`src/rtl/if_fetch_buf.sv`:
```
// Instruction-fetch front end: PC generator, fixed-latency ROM request tracking
// and a DEPTH-entry instruction/PC FIFO feeding the ID stage.
module if_fetch_buf #(
    parameter int                ADDR_W   = 32,
    parameter int                DATA_W   = 32,
    parameter int                DEPTH    = 4,
    parameter int                ROM_LAT  = 1,
    parameter logic [ADDR_W-1:0] RESET_PC = '0,
    parameter int                PC_STEP  = 4
) (
    input  logic                         clk,
    input  logic                         rst,
    input  logic                         stall_i,
    input  logic                         flush_i,
    input  logic [ADDR_W-1:0]            new_pc_i,
    output logic                         rom_ce_o,
    output logic [ADDR_W-1:0]            rom_addr_o,
    input  logic [DATA_W-1:0]            rom_data_i,
    output logic                         id_valid_o,
    output logic [ADDR_W-1:0]            id_pc_o,
    output logic [DATA_W-1:0]            id_inst_o,
    output logic [$clog2(DEPTH+1)-1:0]   fifo_cnt_o
);

    localparam int CW = $clog2(DEPTH + 1);
    localparam int PW = (DEPTH > 1) ? $clog2(DEPTH) : 1;

    logic [ADDR_W-1:0] pc_q;
    logic [ROM_LAT-1:0] tag_v;
    logic [ADDR_W-1:0] tag_pc [ROM_LAT];
    logic [ADDR_W-1:0] mem_pc [DEPTH];
    logic [DATA_W-1:0] mem_inst [DEPTH];
    logic [PW-1:0]     wr_ptr;
    logic [PW-1:0]     rd_ptr;
    logic [CW-1:0]     count;
    logic [CW-1:0]     inflight;
    logic [CW:0]       occupancy;
    logic              issue;
    logic              push;
    logic              pop;
    logic              head_valid;

    // Pointers wrap explicitly so non-power-of-two depths also work.
    function automatic logic [PW-1:0] next_ptr(input logic [PW-1:0] p);
        return (p == PW'(DEPTH - 1)) ? '0 : p + PW'(1);
    endfunction

    always_comb begin
        inflight = '0;
        for (int i = 0; i < ROM_LAT; i++) begin
            inflight = inflight + CW'(tag_v[i]);
        end
    end

    // Slots already promised to in-flight fetches count as occupied, so a
    // returning fetch always finds room even if ID stalls meanwhile.
    assign occupancy  = {1'b0, count} + {1'b0, inflight};
    assign issue      = !rst && !flush_i && (occupancy < (CW+1)'(DEPTH));
    assign head_valid = !rst && (count != '0);
    assign push       = !rst && !flush_i && tag_v[ROM_LAT-1];
    assign pop        = head_valid && !stall_i && !flush_i;

    always_ff @(posedge clk) begin
        if (rst) begin
            pc_q <= RESET_PC;
        end else if (flush_i) begin
            pc_q <= new_pc_i;
        end else if (issue) begin
            pc_q <= pc_q + ADDR_W'(PC_STEP);
        end
    end

    always_ff @(posedge clk) begin
        if (rst || flush_i) begin
            tag_v <= '0;
        end else begin
            tag_v[0] <= issue;
            for (int i = 1; i < ROM_LAT; i++) begin
                tag_v[i] <= tag_v[i-1];
            end
        end
    end

    always_ff @(posedge clk) begin
        tag_pc[0] <= pc_q;
        for (int i = 1; i < ROM_LAT; i++) begin
            tag_pc[i] <= tag_pc[i-1];
        end
    end

    always_ff @(posedge clk) begin
        if (push) begin
            mem_pc[wr_ptr]   <= tag_pc[ROM_LAT-1];
            mem_inst[wr_ptr] <= rom_data_i;
        end
    end

    always_ff @(posedge clk) begin
        if (rst || flush_i) begin
            wr_ptr <= '0;
            rd_ptr <= '0;
            count  <= '0;
        end else begin
            if (push) begin
                wr_ptr <= next_ptr(wr_ptr);
            end
            if (pop) begin
                rd_ptr <= next_ptr(rd_ptr);
            end
            if (push && !pop) begin
                count <= count + CW'(1);
            end else if (pop && !push) begin
                count <= count - CW'(1);
            end
        end
    end

    assign rom_ce_o   = issue;
    assign rom_addr_o = issue ? pc_q : '0;
    assign id_valid_o = head_valid;
    assign id_pc_o    = head_valid ? mem_pc[rd_ptr] : '0;
    assign id_inst_o  = head_valid ? mem_inst[rd_ptr] : '0;
    assign fifo_cnt_o = rst ? '0 : count;

    a_no_overcommit: assert property (@(posedge clk) disable iff (rst)
        occupancy <= (CW+1)'(DEPTH));

    a_no_push_full: assert property (@(posedge clk) disable iff (rst)
        !(push && !pop && count == CW'(DEPTH)));

endmodule
```
`config.mk`:
```
export PLATFORM = sky130hd
export DESIGN_NAME = if_fetch_buf
export DESIGN_NICKNAME = d
export VERILOG_FILES = /design/src/rtl/if_fetch_buf.sv
export SDC_FILE = /design/constraint.sdc
export NUM_CORES = 1
export LEC_CHECK = 0
export BUFFER_PORTS_ARGS = -buffer_cell sky130_fd_sc_hd__buf_2
export CAP_MARGIN = 5
export CORE_UTILIZATION = 51
export CTS_CLUSTER_DIAMETER = 50
export DETAILED_ROUTE_END_ITERATION = 6
export PLACE_DENSITY = 0.86
export REMOVE_ABC_BUFFERS = 1
export SETUP_SLACK_MARGIN = 0.15
export SLEW_MARGIN = 20
export SYNTH_ARGS = -nofsm -noshare
export SYNTH_HDL_FRONTEND = slang
export SYNTH_SLANG_ARGS = --single-unit
export TNS_END_PERCENT = 100
```
`constraint.sdc`:
```
create_clock -name clk -period 2.9 [get_ports clk]
set_clock_uncertainty 0.1 [all_clocks]
set_input_delay 0.29 -clock clk [delete_from_list [all_inputs] [get_ports clk]]
set_output_delay 0.29 -clock clk [all_outputs]
set_load 0.005 [all_outputs]
```
==> flow_summary_export.csv <==
group,metric,value,unit
grt,grt_max_degree,70,
sta,min_period,2610,ps
grt,grt_pass1_vias,7881,
grt,busiest_layer,"met2",
worst_hold_path,min-delay-start,"new_pc_i[4]",
die,die_w,160,um
setup_path,r2r_slack,520,ps
placed_design,gp_routability_congestion,0.894,
layout,drive_gt1_frac,0.317,
routing,drtAntennaViolNets,0,
die,rows,57,
clocking,cts_setup_buffers,0,
routing,wl_per_cell,21.2,um
grt,use_met2,0.372,
clocking,cts_buffer_depth,3,
layout,nNetsFinal,1073,
placed_design,port_buffers,168,
synth,synth_area,12800,um2
status,status,"complete, no violations",
synth,yosys_warnings,0,
synth,netlist_top_cells_area,"edfxtp_1 (60%), dfxtp_1 (12%), mux4_2 (11%)",
power_and_ir_drop,vdd_drop_max,0.413,mV
layout,fillCellCount,1639,
synth,synth_edf_count,256,
clocking,cts_buffers,36,
die,start_util,0.523,
worst_hold_path,hold_depth,3,
routing,drc,0,
flow_run,drv_cap,0,
routing,drt_first_pass_iters,5,
setup_path,r2r-end,"pc_q[23]",
setup_path,worstPathMaxFanout,16,
setup_path,end_kind,"output pin",
power_and_ir_drop,p_leak,5.70,nW
synth,synthArstFlopShare,0,
sta,rsz0062_at_grt,"no",
grt,antenna_found_initial,0,
placed_design,dp.cells,1232,
grt,grt_util_met1,0.311,
grt,grt-ovfl-total,0,
synth,syn_avg_cell_area,16.9,um2
routing,drtIter0Drc,638,
setup_path,crit_type,"flop to output pin",
power_and_ir_drop,power_density,626,nW/um2
synth,synth.most_common_cell,"edfxtp_1",
clocking,cts-root-buf,"clkbuf_16",
synth,yosysSeqAreaShare,0.716,
clocking,clk_latency,500,ps
sta,slew_violations,0,
synth,yosys.cell_types.count,46,
sta,fin_tns_setup,0,ps
sta,hold_viol,0,
synth,netlist_top_cells_count,"edfxtp_1 (256), dfxtp_1 (74), nor2b_1 (67), mux4_2 (64), and3_1 (38)",
sta,fmax,0.384,GHz
synth,netlist_instances,756,
grt,grt_first_pass_wirelength,44.7,mm
sta,finalCritPeriodShare,0.898,
synth,synthFlopType,"edfxtp_1",
die,dieArea,25700,um2
die,core-area,24500,um2
clocking,cts_sinks,330,
worst_hold_path,hold_end,"pc_q[4]",
clocking,cts_tree,"done",
setup_path,r2r_start,"pc_q[5]",
setup_path,cp.arrival,2220,ps
sta,setup_violations,0,
synth,synth_seq_cells,330,
layout,syn2layout_area_growth,24.0,%
sta,max_slew_margin,0.613,
layout,regArea,9180,um2
clocking,h-tree-depth,2,
synth,yosysTopAreaCell,"edfxtp_1",
routing,vias,7681,
synth,synth_top_area_frac,0.600,
grt,grt_use_total,0.228,
routing,totalWireLength,28.5,mm
worst_hold_path,min_path_type,"input port to flop",
clocking,cts.reportedPaths.clkPinSlew,60,ps
layout,multi_input_area,3460,um2
layout,diodes,0,
layout,final_cells,1345,
die,die_h,160,um
grt,gr-usage-met3,0.0452,
setup_path,worstPathRequired,2510,ps
placed_design,dp.final_hpwl,18.1,mm
setup_path,r2r_cells,4,
die,io_pins,169,
sta,worstMarginPinSlew,579,ps
setup_path,cp-start-kind,"flop",
routing,avgViaCountPerCell,5.71,
placed cells by master, fill, tap and decap left out, types with 5 or more instances in the layout:
| cell | synthesis | final |
|---|---|---|
| edfxtp_1 | 256 | 256 |
| buf_2 | 6 | 168 |
| dfxtp_1 | 74 | 72 |
| nor2b_1 | 67 | 67 |
| mux4_2 | 64 | 64 |
| dlygate4sd3_1 | 0 | 51 |
| clkbuf_16 | 0 | 38 |
| and3_1 | 38 | 34 |
| nor2_1 | 28 | 27 |
| nand2_1 | 20 | 20 |
| or4_1 | 16 | 16 |
| buf_4 | 0 | 16 |
| o21ai_0 | 13 | 13 |
| nand3_1 | 12 | 12 |
| inv_1 | 10 | 10 |
| or3_1 | 10 | 10 |
| nand4_1 | 10 | 10 |
| buf_12 | 0 | 9 |
| a31oi_1 | 9 | 8 |
| o211ai_1 | 8 | 8 |
| xor2_1 | 8 | 8 |
| a311oi_1 | 8 | 8 |
| a21oi_1 | 8 | 8 |
| a211oi_1 | 7 | 7 |
| ha_1 | 7 | 7 |
| clkbuf_1 | 33 | 6 |
| clkinv_2 | 0 | 6 |
| clkinv_1 | 0 | 5 |
per-stage QoR:
stage               power [W]  utilization  hold slack (ps)  worst slack (ps)  instance area, um2
floorplan             0.00548            -              243             -2680               12600
global placement      0.00566        0.582              267               589               14200
detailed placement    0.00568        0.582              258               548               14200
CTS                    0.0100        0.649            0.935               211               15900
global route           0.0103        0.649             22.3               163               15900
finish                0.00995        0.649             22.9               295               15900
cells by family (layout without fill, tap and decap cells):
kind of cell | count (synthesis) | count (layout) | share of synthesized area
compound gates | 66 | 66 | 0.0356
xor+xnor | 10 | 10 | 0.00684
fa+ha+maj | 8 | 8 | 0.00840
buf+inv | 53 | 318 | 0.0167
flops | 330 | 330 | 0.716
mux | 68 | 68 | 0.116
simple gates | 221 | 221 | 0.101
critical path, stage by stage (launching register included):
cell	delay, ps
dfxtp_4	590
buf_4	300
mux4_2	530
nor2b_1	140
buf_2	140
report_power, final:
part / switching, W / internal (W) / leakage [nW]
combinational: 0.000183 / 0.000181 / 2.22
clock: 0.00172 / 0.00259 / 0.555
sequential: 0.0000948 / 0.00518 / 2.92
metal layers:
layer / vias to the layer above / wire (um)
li1: 3472 / -
met1: 3750 / 11700
met2: 390 / 13800
met3: 69 / 2220
met4: 0 / 689
met5: - / 0
state kept, by name (all words and copies together) (netlist names), named ones only:
name and cells:
tag_v 1, wr_ptr 2, mem_inst 128, pc_q 32, mem_pc 128, tag_pc 32
rd_ptr 2, count 3
how the worst max path moves through the flow:
stage | startpoint | end
after floorplan | count[1] | count[2]
after global placement | rst | count[2]
after detailed placement | rst | count[2]
after CTS | flop | id_inst_o[30]
after global routing | flop | id_inst_o[2]
final | flop | id_inst_o[30]
layout make-up:
class	count	share of cell area
Tap cell	324	0.0255
Sequential cell	330	0.578
Multi-Input combinational cell	373	0.218
Inverter	11	0.00260
Clock buffer	45	0.0622
Clock inverter	17	0.00898
Timing Repair Buffer	245	0.105
timing repair:
| item | CTS | global route |
|---|---|---|
| hold endpoints to repair | 147 | 0 |
| hold buffers | 51 | 0 |
| endpoints found under the setup margin | 0 | 12 |
| gates resized for setup | 0 | 1 |
Power figures use the tool's default switching activity.
